[src/rtl/act_pkg.sv]
// Shared definitions for the activation serializer: default word width,
// default frame size, output index width and the FSM state encoding.
package act_pkg;

  localparam int DW        = 32;
  localparam int N_ACT_DEF = 15;
  localparam int IDX_W     = 6;

  typedef enum logic {
    IDLE = 1'b0,
    SEND = 1'b1
  } state_t;

endpackage

[src/rtl/act_next_idx.sv]
// Combinational finder: returns the first index at or after 'start' whose
// word should be transmitted, plus a flag when no such index remains.
// Optional macro ACT_SERIALIZER_ZERO_SKIP_EN: words whose magnitude bits are
// all zero (+0.0 / -0.0) are skipped; otherwise every index is sendable and
// the finder reduces to a range check on 'start'.
module act_next_idx #(
  parameter int N_ACT = act_pkg::N_ACT_DEF,
  parameter int DW    = act_pkg::DW
) (
  input  logic [N_ACT*DW-1:0]       words,
  input  logic [act_pkg::IDX_W:0]   start,
  output logic [act_pkg::IDX_W-1:0] idx,
  output logic                      none
);
  import act_pkg::*;

  localparam int IW = IDX_W;

  // Sign bits are never inspected; fold all bits so the whole bus counts as used.
  logic unused_words;
  assign unused_words = ^words;

`ifdef ACT_SERIALIZER_ZERO_SKIP_EN
  // Scan from the top down so the lowest qualifying index wins.
  always_comb begin
    idx  = '0;
    none = 1'b1;
    for (int k = N_ACT - 1; k >= 0; k--) begin
      if ((k >= int'(start)) && (words[k*DW +: DW-1] != '0)) begin
        idx  = IW'(k);
        none = 1'b0;
      end
    end
  end
`else
  // Every word is sent, so the next index is simply the start index.
  always_comb begin
    idx  = start[IW-1:0];
    none = (int'(start) >= N_ACT);
  end
`endif

endmodule

[src/rtl/act_serializer.sv]
// Activation serializer: captures N_ACT parallel words in one cycle and
// streams them out one per beat over a valid/ready interface.
// Optional macro ACT_SERIALIZER_ZERO_SKIP_EN drops +0.0/-0.0 words from the
// stream while keeping original indices; an all-zero frame still emits a
// single terminating beat so the frame boundary is never lost.
module act_serializer #(
  parameter int N_ACT = act_pkg::N_ACT_DEF,
  parameter int DW    = act_pkg::DW
) (
  input  logic                      clk,
  input  logic                      rst,
  input  logic                      load,
  input  logic [N_ACT*DW-1:0]       act_in,
  output logic                      load_ready,
  output logic                      out_valid,
  input  logic                      out_ready,
  output logic [DW-1:0]             out_data,
  output logic [act_pkg::IDX_W-1:0] out_idx,
  output logic                      out_last
);
  import act_pkg::*;

  localparam int IW = IDX_W;

  state_t              state_q;
  state_t              state_d;
  logic [N_ACT*DW-1:0] frame_q;
  logic [N_ACT*DW-1:0] words_sel;
  logic [IW:0]         start0;
  logic [IW:0]         start1;
  logic [IW-1:0]       idx0;
  logic [IW-1:0]       idx1_unused;
  logic                none0;
  logic                none1;
  logic [IW-1:0]       send_idx;
  logic [DW-1:0]       send_word;
  logic                capture;
  logic                advance;

  // While idle the finders look at the incoming frame so the first word is
  // ready the cycle after load; while sending they look at the stored frame.
  assign words_sel = (state_q == IDLE) ? act_in : frame_q;
  assign start0    = (state_q == IDLE) ? '0 : ({1'b0, out_idx} + (IW+1)'(1));

  // An exhausted search only happens on an all-zero frame; fall back to the
  // final index so one terminating beat is still produced.
  assign send_idx  = none0 ? IW'(N_ACT - 1) : idx0;
  assign start1    = {1'b0, send_idx} + (IW+1)'(1);

`ifdef ACT_SERIALIZER_ZERO_SKIP_EN
  assign send_word = none0 ? '0 : words_sel[send_idx*DW +: DW];
`else
  assign send_word = words_sel[send_idx*DW +: DW];
`endif

  assign capture = (state_q == IDLE) && load;
  assign advance = (state_q == SEND) && out_ready && !out_last;

  act_next_idx #(.N_ACT(N_ACT), .DW(DW)) u_find_cur (
    .words (words_sel),
    .start (start0),
    .idx   (idx0),
    .none  (none0)
  );

  act_next_idx #(.N_ACT(N_ACT), .DW(DW)) u_find_after (
    .words (words_sel),
    .start (start1),
    .idx   (idx1_unused),
    .none  (none1)
  );

  // State register; reset returns to idle and discards any frame in flight.
  always_ff @(posedge clk) begin
    if (rst) state_q <= IDLE;
    else     state_q <= state_d;
  end

  // Next-state logic and handshake flags, which depend only on the state register.
  always_comb begin
    state_d    = state_q;
    load_ready = 1'b0;
    out_valid  = 1'b0;
    case (state_q)
      IDLE: begin
        load_ready = 1'b1;
        if (load) state_d = SEND;
      end
      SEND: begin
        out_valid = 1'b1;
        if (out_ready && out_last) state_d = IDLE;
      end
      default: state_d = IDLE;
    endcase
  end

  // Frame buffer holds the captured words; its contents need no reset.
  always_ff @(posedge clk) begin
    if (capture) frame_q <= act_in;
  end

  // Output registers load the first word on capture and step on every non-final beat.
  always_ff @(posedge clk) begin
    if (rst) begin
      out_data <= '0;
      out_idx  <= '0;
      out_last <= 1'b0;
    end else if (capture || advance) begin
      out_data <= send_word;
      out_idx  <= send_idx;
      out_last <= none1;
    end
  end

endmodule

[config.mk]
export PLATFORM = sky130hd
export DESIGN_NAME = act_serializer
export DESIGN_NICKNAME = d
export VERILOG_FILES = /design/src/rtl/act_pkg.sv /design/src/rtl/act_next_idx.sv /design/src/rtl/act_serializer.sv
export SDC_FILE = /design/constraint.sdc
export NUM_CORES = 1
export LEC_CHECK = 0
export ABC_AREA = 1
export BUFFER_PORTS_ARGS = -buffer_cell sky130_fd_sc_hd__buf_2
export CAP_MARGIN = 20
export CORE_MARGIN = 5
export CORE_UTILIZATION = 44
export CTS_BUF_LIST = sky130_fd_sc_hd__clkbuf_8
export CTS_CLUSTER_SIZE = 12
export DETAILED_ROUTE_END_ITERATION = 10
export HOLD_SLACK_MARGIN = 0.06
export PLACE_DENSITY = 0.69
export SYNTH_ARGS = -nofsm -noshare
export SYNTH_HDL_FRONTEND = slang
export SYNTH_SLANG_ARGS = --single-unit
export TNS_END_PERCENT = 5
[constraint.sdc]
create_clock -name clk -period 13.94 [get_ports clk]
set_input_delay 2.091 -clock clk [delete_from_list [all_inputs] [get_ports clk]]
set_output_delay 2.091 -clock clk [all_outputs]
set_load 0.01 [all_outputs]
==> impl_metrics.json <==
{
  "status": "completed",
  "gp_congestion": 0.954,
  "post_drt_via_cell_ratio": 5.78,
  "power-per-cell-area_nw_per_um2": 125,
  "cts_made_buffers": 93,
  "register_area_um2": 15200,
  "synth.cell_area_um2": 26500,
  "synth-xor-area-share_pct": 0,
  "crit_path_start_kind": "flop",
  "remaining_drc_errors": 0,
  "timing.fmax_mhz": 167,
  "internal_power_uw": 2770,
  "final_period_minus_worst_setup_slack_ns": 6.00,
  "postRouteAntennaNets": 0,
  "filler_cell_count": 5293,
  "seq_area_frac_synth_pct": 57.5,
  "synth.avg_cell_area_um2": 10.7,
  "post_route_non_filler_standard_cell_count": 3781,
  "top_cell_types_by_occurrence_after_synthesis": "sky130_fd_sc_hd__nand2_1, sky130_fd_sc_hd__edfxtp_1, sky130_fd_sc_hd__nand3_1",
  "drt-initial-drc-count": 2725,
  "synthDominantAreaCellType": "sky130_fd_sc_hd__edfxtp_1",
  "yosys.area_share.simple_pct": 20.2,
  "top_level_ports": 525,
  "grt_use_met3_pct": 7.64,
  "tritoncts": "done",
  "hold_violations": 0,
  "fp-row-count": 90,
  "r2r_cells": 13,
  "syn-instance-count": 2472,
  "drive_gt1_share_pct": 22.9,
  "globalRoute.totalOverflow": 0,
  "synth.most_common_cell": "sky130_fd_sc_hd__nand2_1",
  "synth_compound_area_share_pct": 1.00,
  "grt_setup_unrepaired": "no",
  "synth.distinct_cells": 27,
  "slew_viol_final": 0,
  "tightest_slew_ns": 1.19,
  "cts-hold-fix-buffers": 0,
  "worst_hold_path_type": "flop to flop",
  "clk_latency_ns": 0.68,
  "wire_per_inst_um": 24.6,
  "mux_contribution_to_synthesized_area_pct": 16.2,
  "r2r-start": "state_q",
  "worstReg2RegEnd": "out_data[22]",
  "clock_tree.htree_level_count": 3,
  "sequentialPowerShare_pct": 47.9,
  "slew_headroom_pct": 20.7,
  "p_leak_uw": 0.0132,
  "worst-setup-path-type": "flop to flop",
  "cp_data_required_time_ns": 14.50,
  "synth_flop_cell": "sky130_fd_sc_hd__edfxtp_1",
  "first_global_vias": 21500,
  "r2r_setup_slk_ns": 7.94,
  "pwr-share-clk_pct": 34.6,
  "cts_root_buf": "sky130_fd_sc_hd__clkbuf_8",
  "max_stage_delay_ns": 0.92,
  "floorplan.die.height_um": 255,
  "area_growth_syn_to_layout_pct": 17.8,
  "final.setup_skew_ns": 0.0241,
  "swShare_pct": 29.0,
  "timing.critical_path.fanout_max": 100,
  "tritoncts_num_sinks": 520,
  "kind_of_end_point_of_the_critical_path": "flop",
  "combPwrFrac_pct": 17.5,
  "global_route_wire_length_before_repair_um": 136000,
  "setup_viol_count_final": 0,
  "number_of_enable_type_register_cells_in_the_synthesized_netlist": 480,
  "max-vdd-ir-drop_uv": 93.7,
  "instance_count_after_placement_with_tap_cells_included": 3606,
  "startpoint_of_the_most_critical_hold_path": "out_idx[4]",
  "globalRouteMet1Util_pct": 35.3,
  "ys_top_cells_by_area": "sky130_fd_sc_hd__edfxtp_1, sky130_fd_sc_hd__mux2i_1, sky130_fd_sc_hd__nand3_1",
  "number_of_antenna_violations_at_the_first_check_in_global_routing": 20,
  "ctsLongestPathBuffers": 3,
  "die_area_um2": 65200,
  "post-route-period-util_pct": 43.0,
  "multi_input_area_um2": 9990,
  "initial_core_util_pct": 44.1,
  "coreArea_um2": 60000,
  "vias": 21900,
  "hold_path_end": "out_idx[4]",
  "dr.pass1.iters": 6,
  "setup_total_negative_slack_ns": 0,
  "layout.nets": 3406,
  "cts_repair_resize_count": 0,
  "yosysWarningCount": 0,
  "gr-usage-all-layers_pct": 26.9,
  "cap_viol_max_count": 0,
  "synth_seq_cells": 520,
  "dieWidth_um": 255,
  "maximum_number_of_pins_on_one_net_before_global_route_repair": 179,
  "cts_setup_buffers": 0,
  "switching_pwr_uw": 1130,
  "synthDominantCellAreaShare_pct": 54.4,
  "fin_worst_hold_slack_ns": 0.491,
  "critical-path-slowest-cell": "sky130_fd_sc_hd__buf_4",
  "top_usage_layer": "met2",
  "path_common_cell": "sky130_fd_sc_hd__nand3_1",
  "port-buffer-count": 524,
  "synth_top_family_by_area": "simple AND/OR/NAND/NOR gates",
  "routed_wirelength_um": 93000,
  "post_synth_fa_ha_maj_area_fraction_pct": 0.142,
  "fin_util_pct": 52.0,
  "global_route_met2_usage_pct": 42.1,
  "holdPathStages": 2,
  "hpwlAfterDp_um": 64600,
  "synth-async-reset-ratio_pct": 0,
  "worst_setup_hold_path_clk_slew_ns": 0.06,
  "synthesis.nets": 2959,
  "timing.critical_path.cells": "inv_4 > a21oi_1 > nand3_4 > nand3_4 > buf_4 > buf_4 > nand2_1 > nand3_1 > nand3_1 > nand3_1 > nand3_1 > nand2_1 > inv_1",
  "cp_data_arrival_time_ns": 6.56
}
how the worst max path moves through the flow:
stage	startpoint	to	slack (ns)	cells after the start
finish	state_q	out_data[22]	7.94	13
global placement	state_q	out_data[6]	8.10	12
global route	state_q	out_data[22]	7.59	13
floorplan	load	out_data[13]	2.88	9
detailed placement	state_q	out_data[20]	8.07	13
CTS	state_q	out_data[20]	8.06	13
power by group through the flow:
stage | clock (uW) | sequential [uW] | combinational [uW]
finish | 1350 | 1870 | 682
global route | 1460 | 1880 | 741
CTS | 1380 | 1870 | 682
detailed placement | 0 | 1900 | 680
global placement | 0 | 1900 | 676
floorplan | 0 | 1910 | 399
layout by cell type, fill, tap and decap left out, types with 4 or more instances in the layout:
cell / count
sky130_fd_sc_hd__nand2_1: 526
sky130_fd_sc_hd__buf_2: 524
sky130_fd_sc_hd__edfxtp_1: 480
sky130_fd_sc_hd__nand3_1: 461
sky130_fd_sc_hd__mux2i_1: 429
sky130_fd_sc_hd__nand4_1: 151
sky130_fd_sc_hd__inv_1: 134
sky130_fd_sc_hd__clkbuf_8: 102
sky130_fd_sc_hd__dfxtp_1: 39
sky130_fd_sc_hd__o21ai_0: 38
sky130_fd_sc_hd__buf_4: 27
sky130_fd_sc_hd__clkinv_1: 18
sky130_fd_sc_hd__nor2_1: 14
sky130_fd_sc_hd__clkinv_2: 10
sky130_fd_sc_hd__diode_2: 8
sky130_fd_sc_hd__a21oi_1: 8
sky130_fd_sc_hd__nand3_4: 4
routing by layer:
| metal | routed length [um] | vias up |
|---|---|---|
| li1 | - | 9889 |
| met1 | 36100 | 10400 |
| met2 | 42900 | 1313 |
| met3 | 9370 | 253 |
| met4 | 4480 | 22 |
| met5 | 138 | - |
through the flow:
stage                     worst slack (ns)  area, um2  power (uW)
after global placement                8.10      29500        2570
after global routing                  7.59      31200        4070
after detailed placement              8.07      29500        2580
final                                 7.94      31200        3900
after floorplan                       2.88      26500        2310
after CTS                             8.06      31200        3930
kinds of logic (layout without fill, tap and decap cells):
kind of cell,count (synthesis),count (layout)
simple gates,1161,1161
flops,520,520
fa+ha+maj,3,3
buf+inv,308,827
mux,429,429
other cells,0,8
compound gates,51,51
cell type report:
cell class,instances,area share (%)
diodes,8,0.0642
clock buffers,102,4.50
clock inverters,65,1.01
inverters,107,1.32
multi-input cells,1644,32.0
flip-flops and latches,520,48.8
well taps,782,3.14
repair buffers,553,9.18
flip-flops by register name (all words and copies together) (netlist names):
signal / cells
frame_q: 480
out_data: 32
state_q: 1
out_idx: 6
out_last: 1
worst max-delay path, delay by kind of cell (launching register included):
kind,cells,cell delay [ns]
flops,1,0.85
buf+inv,4,2.31
compound gates,1,0.40
simple gates,8,2.03
Power figures use the tool's default switching activity.
